--- config.mk ---
export PLATFORM = sky130hd
export DESIGN_NAME = sa_nxn_engine
export DESIGN_NICKNAME = d
export VERILOG_FILES = /design/src/rtl/sa_pkg.sv /design/src/rtl/sa_mac_pe.sv /design/src/rtl/sa_nxn_engine.sv
export SDC_FILE = /design/constraint.sdc
export NUM_CORES = 2
export LEC_CHECK = 0
export ABC_AREA = 1
export CORE_UTILIZATION = 65
export DETAILED_ROUTE_END_ITERATION = 8
export PLACE_DENSITY = 0.83
export SYNTH_ARGS = -nofsm -noshare
export SYNTH_HDL_FRONTEND = slang
export SYNTH_SLANG_ARGS = --single-unit
--- constraint.sdc ---
create_clock -name clk -period 42 [get_ports clk]
set_input_delay 8.4 -clock clk [delete_from_list [all_inputs] [get_ports clk]]
set_output_delay 8.4 -clock clk [all_outputs]
set_load 0.05 [all_outputs]
--- src/rtl/sa_pkg.sv ---
// Shared definitions for the NxN systolic matrix-multiply engine:
// controller state encoding and the ceil(log2) helper used to size indices.
package sa_pkg;

  typedef enum logic [1:0] {
    ST_IDLE  = 2'd0,
    ST_FEED  = 2'd1,
    ST_DRAIN = 2'd2,
    ST_OUT   = 2'd3
  } sa_state_e;

  // Never returns less than 1 so that index ports are always at least one bit.
  function automatic int clog2(input int n);
    int r;
    int v;
    r = 0;
    v = 1;
    while (v < n) begin
      v = v * 2;
      r = r + 1;
    end
    return (r < 1) ? 1 : r;
  endfunction

endpackage

--- src/rtl/sa_mac_pe.sv ---
// One processing element of the systolic array: registered pass-through of the
// A operand (left to right) and B operand (top to bottom) plus a wrapping MAC.
module sa_mac_pe #(
  parameter int DW   = 8,
  parameter int ACCW = 18
) (
  input  logic            clk,
  input  logic            rst,
  input  logic            clear,
  input  logic [DW-1:0]   din,
  input  logic [DW-1:0]   win,
  output logic [DW-1:0]   dout,
  output logic [DW-1:0]   wout,
  output logic [ACCW-1:0] acc
);

  logic [DW-1:0]   dout_q;
  logic [DW-1:0]   wout_q;
  logic [ACCW-1:0] acc_q;
  logic [2*DW-1:0] prod;

  assign prod = (2*DW)'(din) * (2*DW)'(win);

  // Accumulation wraps modulo 2^ACCW; zeros flow through outside the feed window.
  always_ff @(posedge clk or posedge rst) begin
    if (rst) begin
      dout_q <= '0;
      wout_q <= '0;
      acc_q  <= '0;
    end else if (clear) begin
      dout_q <= '0;
      wout_q <= '0;
      acc_q  <= '0;
    end else begin
      dout_q <= din;
      wout_q <= win;
      acc_q  <= acc_q + ACCW'(prod);
    end
  end

  assign dout = dout_q;
  assign wout = wout_q;
  assign acc  = acc_q;

endmodule

--- src/rtl/sa_nxn_engine.sv ---
// NxN output-stationary systolic engine computing C = A x B from row-loaded
// operand buffers, then streaming C out one row at a time with a ready handshake.
module sa_nxn_engine
  import sa_pkg::*;
#(
  parameter int DW   = 8,
  parameter int N    = 3,
  parameter int ACCW = 2*DW + clog2(N)
) (
  input  logic                  clk,
  input  logic                  rst,
  input  logic                  ld_valid,
  input  logic                  ld_sel,
  input  logic [clog2(N)-1:0]   ld_row,
  input  logic [N*DW-1:0]       ld_data,
  input  logic                  start,
  output logic                  busy,
  output logic                  out_valid,
  input  logic                  out_ready,
  output logic [clog2(N)-1:0]   out_row,
  output logic [N*ACCW-1:0]     out_data,
  output logic                  done
);

  localparam int RW = clog2(N);
  localparam int TW = clog2(3*N);
  localparam logic [TW-1:0] T_LAST  = TW'(3*N - 3);
  localparam logic [RW-1:0] ROW_LAST = RW'(N - 1);

  sa_state_e        state_q;
  logic [TW-1:0]    t_q;
  logic [RW-1:0]    out_row_q;
  logic [N*ACCW-1:0] out_data_q;
  logic             out_valid_q;
  logic             busy_q;
  logic             done_q;

  logic [DW-1:0]    a_q [N][N];
  logic [DW-1:0]    b_q [N][N];

  logic             clear_w;
  logic [DW-1:0]    a_edge [N];
  logic [DW-1:0]    b_edge [N];
  logic [DW-1:0]    a_h [N][N+1];
  logic [DW-1:0]    b_v [N+1][N];
  logic [ACCW-1:0]  acc_w [N][N];

  logic [RW-1:0]    next_row;
  logic [N*ACCW-1:0] row_data_d;

  assign clear_w = (state_q == ST_IDLE) && start;

  // Operand buffers only accept writes while idle, so a running job sees a frozen A and B.
  always_ff @(posedge clk or posedge rst) begin
    if (rst) begin
      for (int i = 0; i < N; i++) begin
        for (int j = 0; j < N; j++) begin
          a_q[i][j] <= '0;
          b_q[i][j] <= '0;
        end
      end
    end else if ((state_q == ST_IDLE) && ld_valid && (int'(ld_row) < N)) begin
      for (int j = 0; j < N; j++) begin
        if (ld_sel) b_q[ld_row][j] <= ld_data[j*DW +: DW];
        else        a_q[ld_row][j] <= ld_data[j*DW +: DW];
      end
    end
  end

  // Row i of A and column j of B are skewed by their index: element k enters at step k+i (k+j).
  always_comb begin
    for (int i = 0; i < N; i++) begin
      a_edge[i] = '0;
      b_edge[i] = '0;
    end
    if (state_q == ST_FEED) begin
      for (int i = 0; i < N; i++) begin
        for (int k = 0; k < N; k++) begin
          if (int'(t_q) == i + k) begin
            a_edge[i] = a_q[i][k];
            b_edge[i] = b_q[k][i];
          end
        end
      end
    end
  end

  for (genvar gi = 0; gi < N; gi++) begin : g_edge
    assign a_h[gi][0] = a_edge[gi];
    assign b_v[0][gi] = b_edge[gi];
  end

  for (genvar gi = 0; gi < N; gi++) begin : g_row
    for (genvar gj = 0; gj < N; gj++) begin : g_col
      sa_mac_pe #(
        .DW   (DW),
        .ACCW (ACCW)
      ) u_pe (
        .clk   (clk),
        .rst   (rst),
        .clear (clear_w),
        .din   (a_h[gi][gj]),
        .win   (b_v[gi][gj]),
        .dout  (a_h[gi][gj+1]),
        .wout  (b_v[gi+1][gj]),
        .acc   (acc_w[gi][gj])
      );
    end
  end

  // Row about to be presented: row 0 on leaving DRAIN, otherwise the successor of the current row.
  always_comb begin
    next_row   = (state_q == ST_OUT) ? out_row_q + RW'(1) : '0;
    row_data_d = '0;
    for (int i = 0; i < N; i++) begin
      if (int'(next_row) == i) begin
        for (int j = 0; j < N; j++) begin
          row_data_d[j*ACCW +: ACCW] = acc_w[i][j];
        end
      end
    end
  end

  always_ff @(posedge clk or posedge rst) begin
    if (rst) begin
      state_q     <= ST_IDLE;
      t_q         <= '0;
      out_row_q   <= '0;
      out_data_q  <= '0;
      out_valid_q <= 1'b0;
      busy_q      <= 1'b0;
      done_q      <= 1'b0;
    end else begin
      done_q <= 1'b0;
      case (state_q)
        ST_IDLE: begin
          if (start) begin
            state_q <= ST_FEED;
            t_q     <= '0;
            busy_q  <= 1'b1;
          end
        end
        ST_FEED: begin
          t_q <= t_q + TW'(1);
          if (t_q == T_LAST) begin
            state_q <= ST_DRAIN;
          end
        end
        ST_DRAIN: begin
          state_q     <= ST_OUT;
          out_row_q   <= '0;
          out_data_q  <= row_data_d;
          out_valid_q <= 1'b1;
        end
        ST_OUT: begin
          if (out_ready) begin
            if (out_row_q == ROW_LAST) begin
              state_q     <= ST_IDLE;
              out_valid_q <= 1'b0;
              busy_q      <= 1'b0;
              done_q      <= 1'b1;
            end else begin
              out_row_q  <= next_row;
              out_data_q <= row_data_d;
            end
          end
        end
        default: begin
          state_q     <= ST_IDLE;
          out_valid_q <= 1'b0;
          busy_q      <= 1'b0;
        end
      endcase
    end
  end

  assign busy      = busy_q;
  assign out_valid = out_valid_q;
  assign out_row   = out_row_q;
  assign out_data  = out_data_q;
  assign done      = done_q;

endmodule

==> results list <==
- Data required time of the critical path: 42.46 ns
* Share of the cycle needed by the critical path after routing: 0.2494
- Final GP Congestion: 0.9417
- Pwr per Cell Area: 38.08 nW/um^2
- Top-count cell post-synth: sky130_fd_sc_hd__inv_1
- Of the cells placed in the final design, the portion with a size suffix greater than 1 is 0.04142.
* Detailed placement HPWL: 86340 um
* # diodes: 0
- In this run, post-CTS hold repair placed 0 buffers.
- Element type at the critical path end: register
* Post-DR wirelength/cell: 17.37 um
- Residual overflow from global routing: 0
* Standard cell with the maximum stage delay on the critical path: sky130_fd_sc_hd__buf_4
* Average vias per placed instance: 5.512
* Warnings from Yosys: 0
* Number of global-route vias before repair: 36530
* Number of enable-type register cells in the synthesized netlist: 0
* Critical path peak fanout: 94
* Fin crit period: 10.47 ns
- Number of hold-slack violations in the final timing report: 0
- Worst path max stage delay: 0.85 ns
* Class of the most critical hold timing path: register to register
- The floorplan step defined a die boundary enclosing 67890 um^2.
* Worst-case hold path end point: out_data[13]
- Slew at the pin closest to its max-slew limit: 1.278 ns
- The routed design has 112300 um of wire.
- In the synthesized netlist the async set-or-reset flop fraction comes to 1.000.
- Critical path, cell by cell: clkdlybuf4s50_1 > nand2_4 > inv_6 > buf_4 > nor3_1
- In this run, post-CTS repair resized a total of 0 instances.
- In this run the tightest slew margin relative to its limit is 0.1460.
- For this design the top-level I/O count stands at 91.
- STA classifies the critical path startpoint as an input pin.
- The first global-routing pass estimated 183700 um of wire.
- Number of synthesized register bits: 467
- Input and output buffers added on the ports amount to 90.
* Count of nets left with antenna violations after detail routing: 0
- Die Width: 260.6 um
* Kind of critical path: input pin to register
* # clock sinks: 467
* CP arrival: 10.94 ns
- A synthesized cell averages 7.782 um^2.
* Routed via count: 35630
- Signed area change from the synthesized netlist to the final layout: 7.443%
- Cts bufs inserted: 52
* Buffer levels on the longest clock path: 3
- The tool flagged a number of max-cap violations equal to 0.
- Core area: 65980 um^2
* Total setup buffers inserted after CTS: 0
- Unrepaired setup endpoints after global routing: false
- In the synthesized netlist the dominant register cell turns out to be sky130_fd_sc_hd__dfrtp_1.
* Largest cells by area after synthesis: sky130_fd_sc_hd__dfrtp_1, sky130_fd_sc_hd__fa_1, sky130_fd_sc_hd__inv_1
- Initial standard-cell utilization of the core: 0.6586
- Entering global routing, the biggest net connects 154 pins.
- Of the post-synthesis cell area, the dominant cell type holds 0.2689.
- Count of endpoints failing setup in the final report: 0
* Tot Pwr: 1.778 mW
- After detailed routing, the number of remaining DRC violations is 6.
- Excluding fillers, the count of instances in the completed layout stands at 6465.
* Count of cell types in the netlist: 38
- Clock-pin slew of the registers on the worst-case setup and hold paths: 0.06 ns
- Maximum level of the CTS H-tree: 2
- VDD sags by at most 0.00004002 V.
* Initial DRT Pass Iterations: 9
* Drt initial violations: 3114
* Worst r2r src: t_q[0]
- Top cell types by occurrence after synthesis: sky130_fd_sc_hd__inv_1, sky130_fd_sc_hd__nand2_1, sky130_fd_sc_hd__nor2_1
* Hold Path Cell Cnt: 2
* Synth Cell Area: 43450 um^2
- In this run the most critical hold path is launched from out_data[13].
- From bottom edge to top edge, the die measures 260.6 um.
* Reg2Reg Capture Point: g_row[1].g_col[0].u_pe.acc[13]
- Maximum clock frequency: 95.48 MHz
- Clock tree synthesis selected as its root buffer the cell sky130_fd_sc_hd__clkbuf_16.
- Violated checks: DRC
- The floorplan has 94 rows.
* Cell total after placement: 6371
- Number of pins exceeding their max-slew limit in the final report: 0
- Net count after synthesis: 6436
- TritonCTS clock tree: built
- Antenna violations before repair: 1
* Number of nets in the finished design: 6413
- In this run the static leakage power is 26.19 nW.
* R2r worst-path depth: 23
* Area leader, netlist: sky130_fd_sc_hd__dfrtp_1
* Worst Clk Skew: 0.03175 ns
* Run status: complete, but fails checks
* Worst skew pair latency: 0.65 ns
* Setup slack, reg-to-reg: 35.74 ns
* Final standard cell utilization of the core: 0.7076
- In the final timing run, aggregate negative setup slack is 0 ns.
* Sequential-to-total area share from yosys stat: 0.2689
* Post-synthesis instance total: 5584
* GRT Total Usage: 0.3449
==> flip-flops by register name, summed over array words and instances (netlist names) <==
register	cells
g_row.g_col.u_pe.dout	48
out_valid	1
g_row.g_col.u_pe.acc	162
out_data	54
done	1
a_q	72
out_row	2
b_q	72
state_q	2
t_q	4
busy	1
g_row.g_col.u_pe.wout	48
==> cell families after synthesis <==
kind of cell,share of synthesized area
buffers and inverters,0.1421
AO/OA/AOI/OAI,0.07527
XOR/XNOR,0.004233
flip-flops,0.2689
AND/OR/NAND/NOR,0.1956
adder cells (fa/ha/maj),0.3138
==> worst max-delay path, delay by kind of cell <==
kind	cells	cell delay [ns]
simple gates	2	0.45
buf+inv	3	1.92
==> where the power goes <==
group / switching (mW) / leakage [nW] / internal [mW]
Combinational: 0.454 / 18.9 / 0.168
Sequential: 0.0886 / 6.35 / 0.562
Clock: 0.201 / 0.924 / 0.304
Total: 0.743 / 26.2 / 1.03
==> how the worst max path moves through the flow <==
stage,start,endpoint,slack (ns)
floorplan,rst,a_q[0],20.58
finish,start,g_row[2].g_col[2].u_pe.acc[11],31.53
CTS,rst,g_row[0].g_col[1].u_pe.acc[15],31.39
global placement,rst,g_row[2].g_col[1].u_pe.acc[10],30.76
global route,rst,g_row[2].g_col[0].u_pe.dout[2],31.08
detailed placement,rst,g_row[2].g_col[1].u_pe.acc[16],30.73
==> cell usage in the layout, fill, tap and decap left out, types with 51 or more instances in the layout <==
cell                                 n
sky130_fd_sc_hd__o21ai_0           240
sky130_fd_sc_hd__ha_1              369
sky130_fd_sc_hd__nand3_1           228
sky130_fd_sc_hd__clkdlybuf4s50_1    90
sky130_fd_sc_hd__fa_1              450
sky130_fd_sc_hd__nand2_1          1267
sky130_fd_sc_hd__inv_1            1388
sky130_fd_sc_hd__o21ai_1            51
sky130_fd_sc_hd__dfrtp_1           467
sky130_fd_sc_hd__a21oi_1           155
sky130_fd_sc_hd__nor2_1            534
sky130_fd_sc_hd__clkbuf_16          53
==> cell type report <==
class                           instances  area (um^2)
Fill cell                            5098        19290
Clock inverter                         21        351.6
Tap cell                              864         1081
Clock buffer                           73         1531
Multi-Input combinational cell       3503        25630
Sequential cell                       467        11690
Inverter                             1433         5391
Timing Repair Buffer                  104         1018
==> per-stage QoR <==
step                      worst slack, ns  hold WS, ns  area, um^2
after floorplan                     20.58       0.4427       43450
after global placement              30.76       0.4603       44810
after detailed placement            30.73       0.4662       44810
after CTS                           31.39       0.4841       46690
after global routing                31.08       0.4955       46690
final                               31.53       0.4817       46690
==> routing by layer <==
metal | routed length, um | track usage | up-vias
li1 | - | - | 16530
met1 | 43490 | 0.4350 | 17140
met2 | 53810 | 0.5794 | 1575
met3 | 8180 | 0.04332 | 393
met4 | 6782 | 0.1896 | 2
met5 | 8 | 0 | -
Note: power is estimated with default switching activity, not from simulation.
